==> src/rtl/serial_word_tx.sv <==
// Serial word transmitter: shifts an Nbits word out MSB first behind an active-low select.
// First dclk_o rise Div+1 cycles after start; starts arriving while busy are dropped.
module serial_word_tx #(
  parameter int Nbits = 24,
  parameter int Div   = 4
) (
  input  logic             clk_i,
  input  logic             rst_i,
  input  logic             start_i,
  input  logic [Nbits-1:0] data_i,
  output logic             busy_o,
  output logic             done_o,
  output logic             cs_o,
  output logic             dclk_o,
  output logic             sdo_o
);

  localparam int CW = (Div > 1) ? $clog2(Div) : 1;
  localparam int BW = $clog2(Nbits + 1);

  typedef enum logic [1:0] {IDLE, SETUP, HIGH, LOW} state_t;

  state_t           state_q, state_d;
  logic [CW-1:0]    cnt_q, cnt_d;
  logic [BW-1:0]    bit_cnt_q, bit_cnt_d;
  logic [Nbits-1:0] shreg_q, shreg_d;
  logic             done_q, done_d;
  logic             last_cyc;

  always_comb begin
    state_d   = state_q;
    cnt_d     = cnt_q + CW'(1);
    bit_cnt_d = bit_cnt_q;
    shreg_d   = shreg_q;
    done_d    = 1'b0;
    last_cyc  = (cnt_q == CW'(Div - 1));

    case (state_q)
      IDLE: begin
        cnt_d = '0;
        if (start_i) begin
          shreg_d   = data_i;
          bit_cnt_d = '0;
          state_d   = SETUP;
        end
      end
      SETUP: begin
        if (last_cyc) state_d = HIGH;
      end
      HIGH: begin
        if (last_cyc) begin
          state_d   = LOW;
          shreg_d   = {shreg_q[Nbits-2:0], 1'b0};
          bit_cnt_d = bit_cnt_q + BW'(1);
        end
      end
      LOW: begin
        if (last_cyc) begin
          if (bit_cnt_q < BW'(Nbits)) begin
            state_d = HIGH;
          end else begin
            state_d = IDLE;
            done_d  = 1'b1;
          end
        end
      end
      default: state_d = IDLE;
    endcase

    // Half-period counter restarts at every phase boundary.
    if (state_d != state_q) cnt_d = '0;
  end

  always_ff @(posedge clk_i or negedge rst_i) begin
    if (!rst_i) begin
      state_q   <= IDLE;
      cnt_q     <= '0;
      bit_cnt_q <= '0;
      shreg_q   <= '0;
      done_q    <= 1'b0;
    end else begin
      state_q   <= state_d;
      cnt_q     <= cnt_d;
      bit_cnt_q <= bit_cnt_d;
      shreg_q   <= shreg_d;
      done_q    <= done_d;
    end
  end

  // All outputs decode registered state only.
  assign busy_o = (state_q != IDLE);
  assign cs_o   = (state_q == IDLE);
  assign dclk_o = (state_q == HIGH);
  assign sdo_o  = (state_q != IDLE) && shreg_q[Nbits-1];
  assign done_o = done_q;

endmodule

==> config.mk <==
export PLATFORM = sky130hd
export DESIGN_NAME = serial_word_tx
export DESIGN_NICKNAME = d
export VERILOG_FILES = /design/src/rtl/serial_word_tx.sv
export SDC_FILE = /design/constraint.sdc
export NUM_CORES = 1
export LEC_CHECK = 0
export BUFFER_PORTS_ARGS = -buffer_cell sky130_fd_sc_hd__buf_4
export CORE_ASPECT_RATIO = 0.6
export CORE_MARGIN = 2
export CORE_UTILIZATION = 27
export CTS_BUF_LIST = sky130_fd_sc_hd__clkbuf_8
export DETAILED_ROUTE_END_ITERATION = 8
export MAX_ROUTING_LAYER = met4
export PLACE_DENSITY = 0.54
export SYNTH_ARGS = -nofsm -noshare
export SYNTH_HDL_FRONTEND = slang
export SYNTH_SLANG_ARGS = --single-unit
==> constraint.sdc <==
create_clock -name clk_i -period 1.6 [get_ports clk_i]
set_input_delay 0.32 -clock clk_i [delete_from_list [all_inputs] [get_ports clk_i]]
set_output_delay 0.32 -clock clk_i [all_outputs]
set_load 0.01 [all_outputs]
==> impl_metrics.py <==
metrics = {
    "final_layout": {
        "syn_to_final_growth_pct": 28.57,
        "antenna_cells": 0,
        "stdcell_count": 282,
        "final_nets": 227,
        "fill_cells": 625,
        "final_layout_size_suffix_gt1_share_pct": 38.89,
    },
    "logic_synthesis": {
        "netlist_area_sq_um": 1752,
        "ys_seq_area_share_pct": 48.57,
        "ys_top_cells_by_count": "dfrtp_1 (34), o21ai_0 (32), mux2i_1 (25)",
        "yosysTopAreaCell": "dfrtp_1",
        "yosysUniqueCellTypes": 26,
        "async_flop_share_pct": 100.0,
        "syn_nets": 184,
        "synth_enable_flop_cells": 0,
        "yosysTopAreaCellShare_pct": 48.57,
        "synth_ff_type": "dfrtp_1",
        "synth_most_common_cell": "dfrtp_1",
        "yosys_warnings": 0,
        "synthCells": 155,
        "synth-seq-cells": 34,
        "synth.avg_cell_area_sq_um": 11.30,
        "synth_area_leaders": "dfrtp_1 (49%), mux2i_1 (14%), o21ai_2 (9.5%)",
    },
    "critical_path": {
        "r2r-end": "shreg_q[10]",
        "r2r_setup_slack_ns": 0.08,
        "crit_arrival_ns": 1.72,
        "r2r_start": "state_q[0]",
        "worstSetupEndpointType": "flip-flop",
        "path_max_fanout": 11,
        "rr_worst_depth": 5,
        "cp.required_ns": 1.80,
        "critPathLaunchType": "flip-flop",
        "critPathKind": "reg -> reg",
    },
    "timing": {
        "tightest_slew_ns": 0.4587,
        "fmax_mhz": 656.2,
        "finalSetupViolations": 0,
        "hold_ws_ns": -0.01967,
        "slew-limit-headroom_pct": 69.42,
        "finalSetupTns_ns": 0,
        "period_share_pct": 95.25,
        "slew_viol_final": 0,
        "rsz0062_at_grt": "false",
        "skew_ns": 0.006273,
        "period_needed_ns": 1.524,
        "hold_viol": 30,
    },
    "cts": {
        "cts-buffers-inserted": 5,
        "insertion_delay_ns": 0.28,
        "clk_pin_slew_ns": 0.07,
        "cts.path.max_buffers": 2,
        "cts_tree": "yes",
        "cts_htree_levels": 2,
        "clkSinkCount": 34,
        "cts_root_buffer": "clkbuf_8",
        "holdBufCountCts": 0,
    },
    "power": {
        "p_per_area_nw_per_um2": 2078,
        "ir_drop_uv": 859.2,
        "clkPwrFrac_pct": 12.8,
        "sequentialPowerShare_pct": 31.3,
        "p_switching_mw": 1.851,
        "sw_frac_of_total_pct": 39.56,
        "pwr-share-comb_pct": 55.9,
        "p_leak_nw": 1.068,
        "internal_power_mw": 2.828,
    },
    "global_routing": {
        "grt_pass1_wl_mm": 6.906,
        "gr-total-overflow": 0,
        "antenna_found_initial": 0,
        "grtUsageTotal_pct": 13.12,
        "grt_start_max_net_pins": 35,
        "grt_pass1_vias": 1277,
    },
    "placement": {
        "port_buffers": 31,
        "gp_congestion": 0.7607,
        "dpl.hpwl_mm": 2.769,
        "dp_cells": 270,
    },
    "floorplanning": {
        "die_y_um": 66.39,
        "fp.coreArea_sq_um": 6193,
        "row_count": 22,
        "die_w_um": 108.0,
        "start_util_pct": 28.28,
        "ios": 32,
        "dieArea_sq_um": 7169,
    },
    "flow_run": {
        "cap_violations": 0,
    },
    "run_status": {
        "violations": "negative hold slack",
        "status": "complete, but fails checks",
    },
    "routing": {
        "num_vias": 1317,
        "drt-initial-drc-count": 40,
        "wirelength_mm": 4.142,
        "wl_per_cell_um": 14.69,
        "route.detailed.drc": 0,
        "drtPass1Iterations": 4,
        "vias_per_cell": 4.670,
        "antenna_left": 0,
    },
    "hold_path": {
        "worstHoldPathType": "in -> async",
    },
}
-- cell type report --
class	instances	area (sq um)	area share, %
clock inverters	2	7.507	0.3333
repair buffers	48	405.4	18.00
well taps	84	105.1	4.667
multi-input cells	105	797.0	35.39
clock buffers	5	68.82	3.056
inverters	4	15.01	0.6667
flip-flops and latches	34	853.3	37.89
-- cell families after synthesis --
kind of cell             Yosys count  synth area share (%)
AO/OA/AOI/OAI                     58                 21.79
flip-flops                        34                 48.57
multiplexers                      26                 15.57
AND/OR/NAND/NOR                   19                 5.857
buffers and inverters             16                 6.785
adder cells (fa/ha/maj)            2                 1.428
-- through the flow --
stage	setup slack (ns)	utilization [%]	cell area [sq um]	power, mW	hold slack [ns]
after floorplan	0.1159	-	1752	3.206	0.02441
after global placement	0.1622	33.76	2091	3.777	0.3030
final	0.07598	36.36	2252	4.680	-0.01967
after global routing	0.009498	36.36	2252	5.045	0.01409
after detailed placement	0.1041	33.76	2091	3.780	0.3083
after CTS	0.008616	36.04	2232	4.660	0.0004300
-- registers in the layout, indices dropped and copies added, names as in the netlist --
signal     count
bit_cnt_q      5
state_q        2
shreg_q       24
cnt_q          2
done_o         1
-- worst max-delay path by stage --
stage	from	endpoint	depth (start not counted)
floorplan	cnt_q[0]	state_q[0]	6
global placement	cnt_q[0]	state_q[0]	5
detailed placement	cnt_q[0]	shreg_q[9]	5
CTS	state_q[1]	dclk_o	3
global route	state_q[1]	busy_o	4
finish	state_q[0]	shreg_q[10]	5
-- worst max-delay path, cell delays in order, from the launching register on --
cell	delay, ns
dfrtp_2	0.47
buf_4	0.19
buf_4	0.16
or2_1	0.27
buf_4	0.20
o21ai_0	0.16
-- metal layers --
| layer | part of all wire [%] | global-route usage [%] | vias to the layer above | wire length (um) |
|---|---|---|---|---|
| li1 | - | - | 649 | - |
| met1 | 57 | 20.38 | 629 | 2345 |
| met2 | 37 | 15.96 | 35 | 1532 |
| met3 | 5.8 | 3.941 | 4 | 242 |
| met4 | 0.51 | 2.885 | 0 | 21 |
| met5 | 0 | - | - | 0 |
-- cells in the final DEF (no fill, tap or decap), drive strengths merged --
cell     n
a21boi   2
a21oi    1
a22o     2
a32o     1
and3     1
buf     47
bufbuf   1
clkbuf   5
dfrtp   34
ha       2
inv      6
mux2i   26
nand2    4
nand4    1
nand4b   2
nor2     4
nor2b    3
nor3     1
o21ai   51
o21bai   1
or2      1
or3      2
-- power by group through the flow --
stage | clock (mW) | sequential [mW] | combinational, mW
4_1_cts | 0.615 | 1.46 | 2.59
3_3_place_gp | 0 | 1.48 | 2.30
2_1_floorplan | 0 | 1.38 | 1.83
3_5_place_dp | 0 | 1.48 | 2.30
6_report | 0.597 | 1.47 | 2.62
5_1_grt | 0.657 | 1.52 | 2.87
-- repair_timing --
| item | 4_1_cts | 5_1_grt |
|---|---|---|
| gates resized for setup | 5 | 4 |
| gates cloned | 1 | 0 |
| setup endpoints to repair | 4 | 5 |
| buffers inserted | 2 | 2 |
| pin swaps | 0 | 1 |
No activity file was read; power rests on OpenSTA's default activity.
